**config.mk**
```make
export PLATFORM = sky130hd
export DESIGN_NAME = req_watchdog
export DESIGN_NICKNAME = d
export VERILOG_FILES = /design/src/rtl/req_watchdog.sv
export SDC_FILE = /design/constraint.sdc
export NUM_CORES = 1
export LEC_CHECK = 0
export CAP_MARGIN = 20
export CORE_AREA = 2 2 39 41
export CTS_BUF_LIST = sky130_fd_sc_hd__clkbuf_16
export CTS_CLUSTER_SIZE = 28
export DETAILED_ROUTE_END_ITERATION = 16
export DIE_AREA = 0 0 41 43
export GPL_TIMING_DRIVEN = 1
export PLACE_DENSITY = 0.6
export SLEW_MARGIN = 20
export SYNTH_ARGS = -nofsm -noshare
export SYNTH_HDL_FRONTEND = slang
export SYNTH_SLANG_ARGS = --single-unit
```
**constraint.sdc**
```tcl
create_clock -name clk -period 2.8 [get_ports clk]
set_clock_uncertainty 0.15 [all_clocks]
set_input_delay 0.56 -clock clk [delete_from_list [all_inputs] [get_ports clk]]
set_output_delay 0.56 -clock clk [all_outputs]
set_load 0.1 [all_outputs]
```
**src/rtl/req_watchdog.sv**
```systemverilog
// Data-request watchdog: counts DATA cycles without dhit and flags the cycle
// in which the LIMIT-th such cycle occurs. Used only under REQUEST_TIMEOUT_EN.
module req_watchdog #(
  parameter int unsigned LIMIT = 255
) (
  input  logic clk,
  input  logic rst,
  input  logic start,
  input  logic active,
  input  logic dhit,
  output logic expire_c
);

  localparam int unsigned CW = (LIMIT > 1) ? $clog2(LIMIT) : 1;

  logic [CW-1:0] count_q;

  // A dhit in the limit cycle suppresses expiry so the access retires.
  assign expire_c = active && !dhit && (count_q == CW'(LIMIT - 1));

  always_ff @(posedge clk) begin
    if (rst) begin
      count_q <= '0;
    end else if (start) begin
      count_q <= '0;
    end else if (active && !dhit && !expire_c) begin
      count_q <= count_q + CW'(1);
    end
  end

endmodule

```
==> results by group, run 1 <==
Outcome
  • Status: finished clean

Logic synthesis
  • Post-synth design cell area: 464 µm²
  • Yosys cell types: 26
  • Synthesized flop and latch total: 8
  • Synth warnings: 0
  • Count leader, synth: dfxtp_1
  • Post-Syn Nets: 60
  • Top post-synthesis cells by area: dfxtp_1, mux2i_1, nand2_1, and4_1, ha_1
  • Synthesized instance count: 53
  • Commonest register cell after synthesis: dfxtp_1
  • Post-synth top cells: dfxtp_1, nand2_1
  • Top cell type's share of synthesized area: 34.5%
  • Post-synth ARST share: 0%
  • Register area share after synthesis: 34.5%
  • Area leader, netlist: dfxtp_1
  • Post-synth EDFFs: 0
  • Syn Area/Cell: 8.76 µm²

Place
  • RePlAce Congestion: 0.696
  • DPL Wire Length: 708 µm
  • I/O Buffers: 5
  • DP Worst Slack: 467 ps

Timing
  • Setup violators final: 0
  • Fmax: 0.431 GHz
  • RSZ-0062 raised after global routing: no
  • Final cycle utilization of the critical path: 82.9%
  • Max_slew headroom: 79.4%
  • Post-Route Setup TNS: 0 ps
  • Max Slew Vio Count: 0
  • Worst-margin pin slew: 309 ps
  • Final WS setup: 479 ps
  • Final Hold Viols: 0
  • Min Clock Period, post-route: 2320 ps

Clock tree
  • Clk_lat worst skew: 230 ps
  • Clock Tree Buf Depth: 2
  • # H-tree levels: 1
  • CTS tree: built
  • Clk pin slew, worst setup/hold paths: 40 ps
  • Total CTS buffers: 3
  • Clk sink count: 8
  • CTS Hold Bufs: 0
  • Post-CTS Setup Repair Bufs: 0
  • CTS root buffer: clkbuf_16
  • # resized after CTS: 0

Die
  • Die width: 41 µm
  • Initial cell density of the core: 33.5%
  • Chip Height: 43 µm
  • Full die area: 0.00176 mm²
  • I/O pin cnt: 6
  • Rows: 14
  • Total core area: 0.00138 mm²

GRT
  • Largest net degree at the start of global routing: 9
  • Vias in the first global route: 387
  • Total grt overflow: 0
  • GRT Util Overall: 15.8%
  • Initial antenna violation count: 0
  • Global-route wire length before repair: 1.70 mm

Pwr
  • Net switching power: 65.7 µW
  • Clock power share: 65.1%
  • Int Pwr: 308 µW
  • Leakage power: 0.000224 µW
  • Cell Pwr Density: 603 mW/mm²
  • Switching Share: 17.6%
  • Comb pwr share: 3.9%
  • Max VDD drop: 0.000414 V
  • Reg power frac: 31.0%

Drt
  • DRC viols: 0
  • Final ANT Viol Nets: 0
  • First-pass DRT Iterations: 4
  • Metal-1 WL: 424 µm
  • Via density: 5.51
  • Max layer used: met4
  • DR WL met3: 52 µm
  • Vias: 424
  • Wire length per cell: 12.2 µm
  • Routed WL: 942 µm
  • Initial DRC count: 8
  • Met2 WL post-DR: 419 µm

Layout
  • N_diodes: 0
  • Layout Area Growth over Synthesis: 33.4%
  • # nets final: 70
  • Largest register by flop count: count_q
  • Max reg flops: 8
  • Share of layout cells above drive strength 1: 11.5%
  • Top flop regs: count_q: 8 flops

Setup path
  • Data arrival, critical path: 1610 ps
  • Critical path required time: 2090 ps
  • CP startpoint kind: primary input
  • Crit-path max cell delay: 500 ps
  • Largest delay contributor family on the critical path: buffers and inverters
  • CP max FO: 4
  • Critical Path Slowest Stage Cell: clkdlybuf4s50_1
  • CP endpoint kind: output port
  • Worst-path cell chain: clkdlybuf4s50_1 -> nor2b_1 -> and3_1 -> buf_12
  • Crit path buf inv count: 2
  • Critical path class: in2out

Min path
  • Min-Delay Path Class: reg2reg

Job
  • Max Cap Viol: 0
worst reg2reg max path, stage by stage (launching register included):
cell	delay, ps
dfxtp_1	380
inv_1	80
ha_1	230
and4_1	210
nor4_2	260
mux2i_1	220
layout make-up:
class / instances / area [µm²]
multi-input combinational: 44 / 300
fill: 140 / 764
clock buffer: 3 / 75.1
sequential: 8 / 160
inverter: 1 / 3.75
timing repair buffer: 5 / 60.1
tap: 16 / 20.0
cell families after synthesis:
family,Yosys count,synth area share [%]
simple gates,29,39.9
compound gates,10,12.9
flops,8,34.5
mux,3,6.47
fa+ha+maj,2,5.39
buf+inv,1,0.808
metrics by stage:
step | util, % | cell area, µm² | power [µW] | hold WS, ps | instances
after floorplan | - | 464 | 124 | 321 | 53
after global placement | 39.3 | 544 | 132 | 347 | 74
after detailed placement | 39.3 | 544 | 132 | 360 | 74
after CTS | 44.8 | 619 | 383 | 367 | 77
after global routing | 44.8 | 619 | 385 | 411 | 77
final | 44.8 | 619 | 374 | 363 | 77
routing by layer:
metal  vias to the layer above  global-route usage (%)
li1                        220                       -
met2                         9                    17.5
met5                         -                       0
met4                         0                    16.0
met1                       190                    20.1
met3                         5                    7.85
power by group through the flow:
stage          Clock, µW  Sequential [µW]  Combinational [µW]
6_report             243              116                14.5
5_1_grt              253              116                16.3
4_1_cts              252              116                14.6
3_5_place_dp           0              118                14.6
3_3_place_gp           0              118                14.4
2_1_floorplan          0              118                6.31
path summary, 6_finish.rpt:
path | startpoint | endpoint | slack [ps] | cells after the start
worst max-delay path | active | expire_c | 480 | 4
worst min-delay path | count_q[7] | count_q[7] | 360 | 2
worst max register to register | count_q[0] | count_q[7] | 1200 | 5
worst min register to register | count_q[7] | count_q[7] | 360 | 2
layout by cell type, fill, tap and decap left out, types with 3 or more instances in the layout:
master,Yosys,routed
a21oi_1,3,3
and4_1,3,3
clkbuf_16,0,3
clkdlybuf4s50_1,0,4
dfxtp_1,8,8
mux2i_1,3,3
nand2_1,7,7
nor3_1,3,3
(Power assumes the default switching activity.)
==> run 2: changes to the inputs <==
Clock period 2.8 ns to 2.21 ns, I/O delays scaled along.
==> run 2 against run 1 <==
  * Final cell count stayed put
  * Worst setup slack got worse by 390 ps
  * Critical path depth did not move
  * Core utilization increased by 0.090 points
  * Largest power group unchanged
==> results by group, run 2 (synthesized netlist as in run 1, its figures left out) <==
Clock tree
  • Clock Tree Buf Depth: 2 (unchanged)
  • Clk_lat worst skew: 230 ps (about the same)
  • CTS tree: built
  • Clk sink count: 8 (unchanged)
  • # resized after CTS: 0 (unchanged)
  • CTS Hold Bufs: 0 (unchanged)
  • # H-tree levels: 1 (unchanged)
  • Total CTS buffers: 3 (unchanged)
  • Post-CTS Setup Repair Bufs: 0 (unchanged)
  • Clk pin slew, worst setup/hold paths: 40 ps (about the same)
  • CTS root buffer: clkbuf_16

Timing
  • Max Slew Vio Count: 0 (unchanged)
  • Worst-margin pin slew: 287 ps (-21.9 ps)
  • Post-Route Setup TNS: 0 ps (unchanged)
  • Final cycle utilization of the critical path: 96.1%
  • Hold WS: 342 ps (-20.7 ps)
  • RSZ-0062 raised after global routing: no
  • Fmax: 0.471 GHz
  • Min Clock Period, post-route: 2120 ps
  • Setup violators final: 0 (unchanged)
  • Final Hold Viols: 0 (unchanged)
  • Max_slew headroom: 80.8% (+1.5 points)

Layout
  • Share of layout cells above drive strength 1: 13.1% (+1.6 points)
  • # nets final: 70 (unchanged)
  • Layout Area Growth over Synthesis: 33.7%
  • Largest register by flop count: count_q
  • Post-route cell area: 621 µm² (+0.20%)
  • Top flop regs: count_q: 8 flops
  • FF/Latch Area: 161 µm² (+0.78%)
  • N_diodes: 0 (unchanged)
  • Max reg flops: 8 (unchanged)
  • Area occupied by multi-input gates: 300 µm² (unchanged)
  • Most frequent cells in the layout: nand2_1, dfxtp_1, clkdlybuf4s50_1
  • Fill cells: 130 (-7.1%)

Place
  • RePlAce Congestion: 0.695 (-0.23%)
  • Placed inst area: 544 µm² (unchanged)
  • I/O Buffers: 5 (unchanged)
  • DPL Wire Length: 713 µm (+0.71%)

Pwr
  • Int Pwr: 390 µW (+27%)
  • Net switching power: 80.2 µW (+22%)
  • Comb pwr share: 3.9% (about the same)
  • Cell Pwr Density: 758 mW/mm² (+26%)
  • Leakage power: 0.000224 µW (+0.20%)
  • Switching Share: 17.0% (-0.53 points)
  • Reg power frac: 31.3% (+0.3 points)
  • Clock power share: 64.8% (-0.3 points)
  • Max VDD drop: 0.000489 V (+18%)
  • Total power: 470 µW (+26%)

Die
  • Die width: 41 µm (unchanged)
  • Chip Height: 43 µm (unchanged)
  • Full die area: 0.00176 mm² (unchanged)
  • Total core area: 0.00138 mm² (unchanged)
  • Rows: 14 (unchanged)
  • I/O pin cnt: 6 (unchanged)
  • Initial cell density of the core: 33.5% (unchanged)

GRT
  • Largest net degree at the start of global routing: 9 (unchanged)
  • GRT Util Overall: 14.2% (-1.6 points)
  • Total grt overflow: 0 (unchanged)
  • Initial antenna violation count: 0 (unchanged)
  • Vias in the first global route: 377 (-2.6%)
  • Global-route wire length before repair: 1.55 mm (-9.3%)

Setup path
  • Critical path class: reg2out
  • Critical path required time: 1620 ps (-470 ps)
  • CP endpoint kind: output port
  • Data arrival, critical path: 1530 ps (-80 ps)
  • Crit-path max cell delay: 390 ps (-110 ps)
  • CP max FO: 5 (+1)
  • Crit path buf inv count: 1 (-1)
  • CP startpoint kind: register
  • Worst-path cell chain: ha_1 -> and4_1 -> and3_1 -> buf_12
  • Critical Path Slowest Stage Cell: dfxtp_1
  • Largest delay contributor family on the critical path: simple AND/OR/NAND/NOR gates

Drt
  • Vias: 435 (+2.6%)
  • Via density: 5.65 (+2.6%)
  • Routed WL: 901 µm (-4.4%)
  • DRC viols: 0 (unchanged)
  • First-pass DRT Iterations: 4 (unchanged)
  • Wire length per cell: 11.7 µm (-4.4%)
  • Initial DRC count: 3 (-5)
  • Final ANT Viol Nets: 0 (unchanged)

Min path
  • Min-Delay Path Class: reg2reg

Outcome
  • Status: finished clean

Job
  • Max Cap Viol: 0 (unchanged)
-- run 2: cell counts in the layout (fill, tap and decap cells not counted) --
Identical to the previous run, type by type.
-- run 2: area by class of cell --
cell class                 count  area share (%)
multi-input combinational     44            48.4
inverter                       1           0.605
timing repair buffer           5            9.68
sequential                     8            26.0
clock buffer                   3            12.1
tap                           16            3.23
-- run 2: power groups by stage --
stage	Combinational, µW	Clock [µW]	Sequential [µW]
3_3_place_gp	18.3	0	149
5_1_grt	19.8	321	147
6_report	18.3	305	147
2_1_floorplan	8.00	0	149
3_5_place_dp	18.4	0	149
4_1_cts	18.4	314	147
-- run 2: worst reg2reg max path, cell delays in order (launching register included) --
cell	delay, ps
dfxtp_2	350
inv_1	60
ha_1	230
and4_1	210
nor4_2	250
mux2i_1	210
-- run 2: layer usage --
layer  wire length (µm)  up-vias  track usage, %
met1                424      204            17.5
met3                 50        2            7.85
li1                   -      221               -
met4                 27        0            12.0
met2                399        8            16.9
met5                  0        -               0
-- run 2: through the flow --
step	utilization, %	worst slack (ps)	instances
after floorplan	-	15.4	53
after global placement	39.3	128	74
after detailed placement	39.3	110	74
after CTS	44.8	37.6	77
after global routing	44.8	21.4	77
final	44.8	86.6	77
-- run 2: final timing paths --
check                    end       start  depth (start not counted)  slack (ps)
hold reg to reg   count_q[0]  count_q[0]                          2         340
setup / recovery    expire_c  count_q[1]                          4          90
hold / removal    count_q[0]  count_q[0]                          2         340
setup reg to reg  count_q[7]  count_q[0]                          5         680
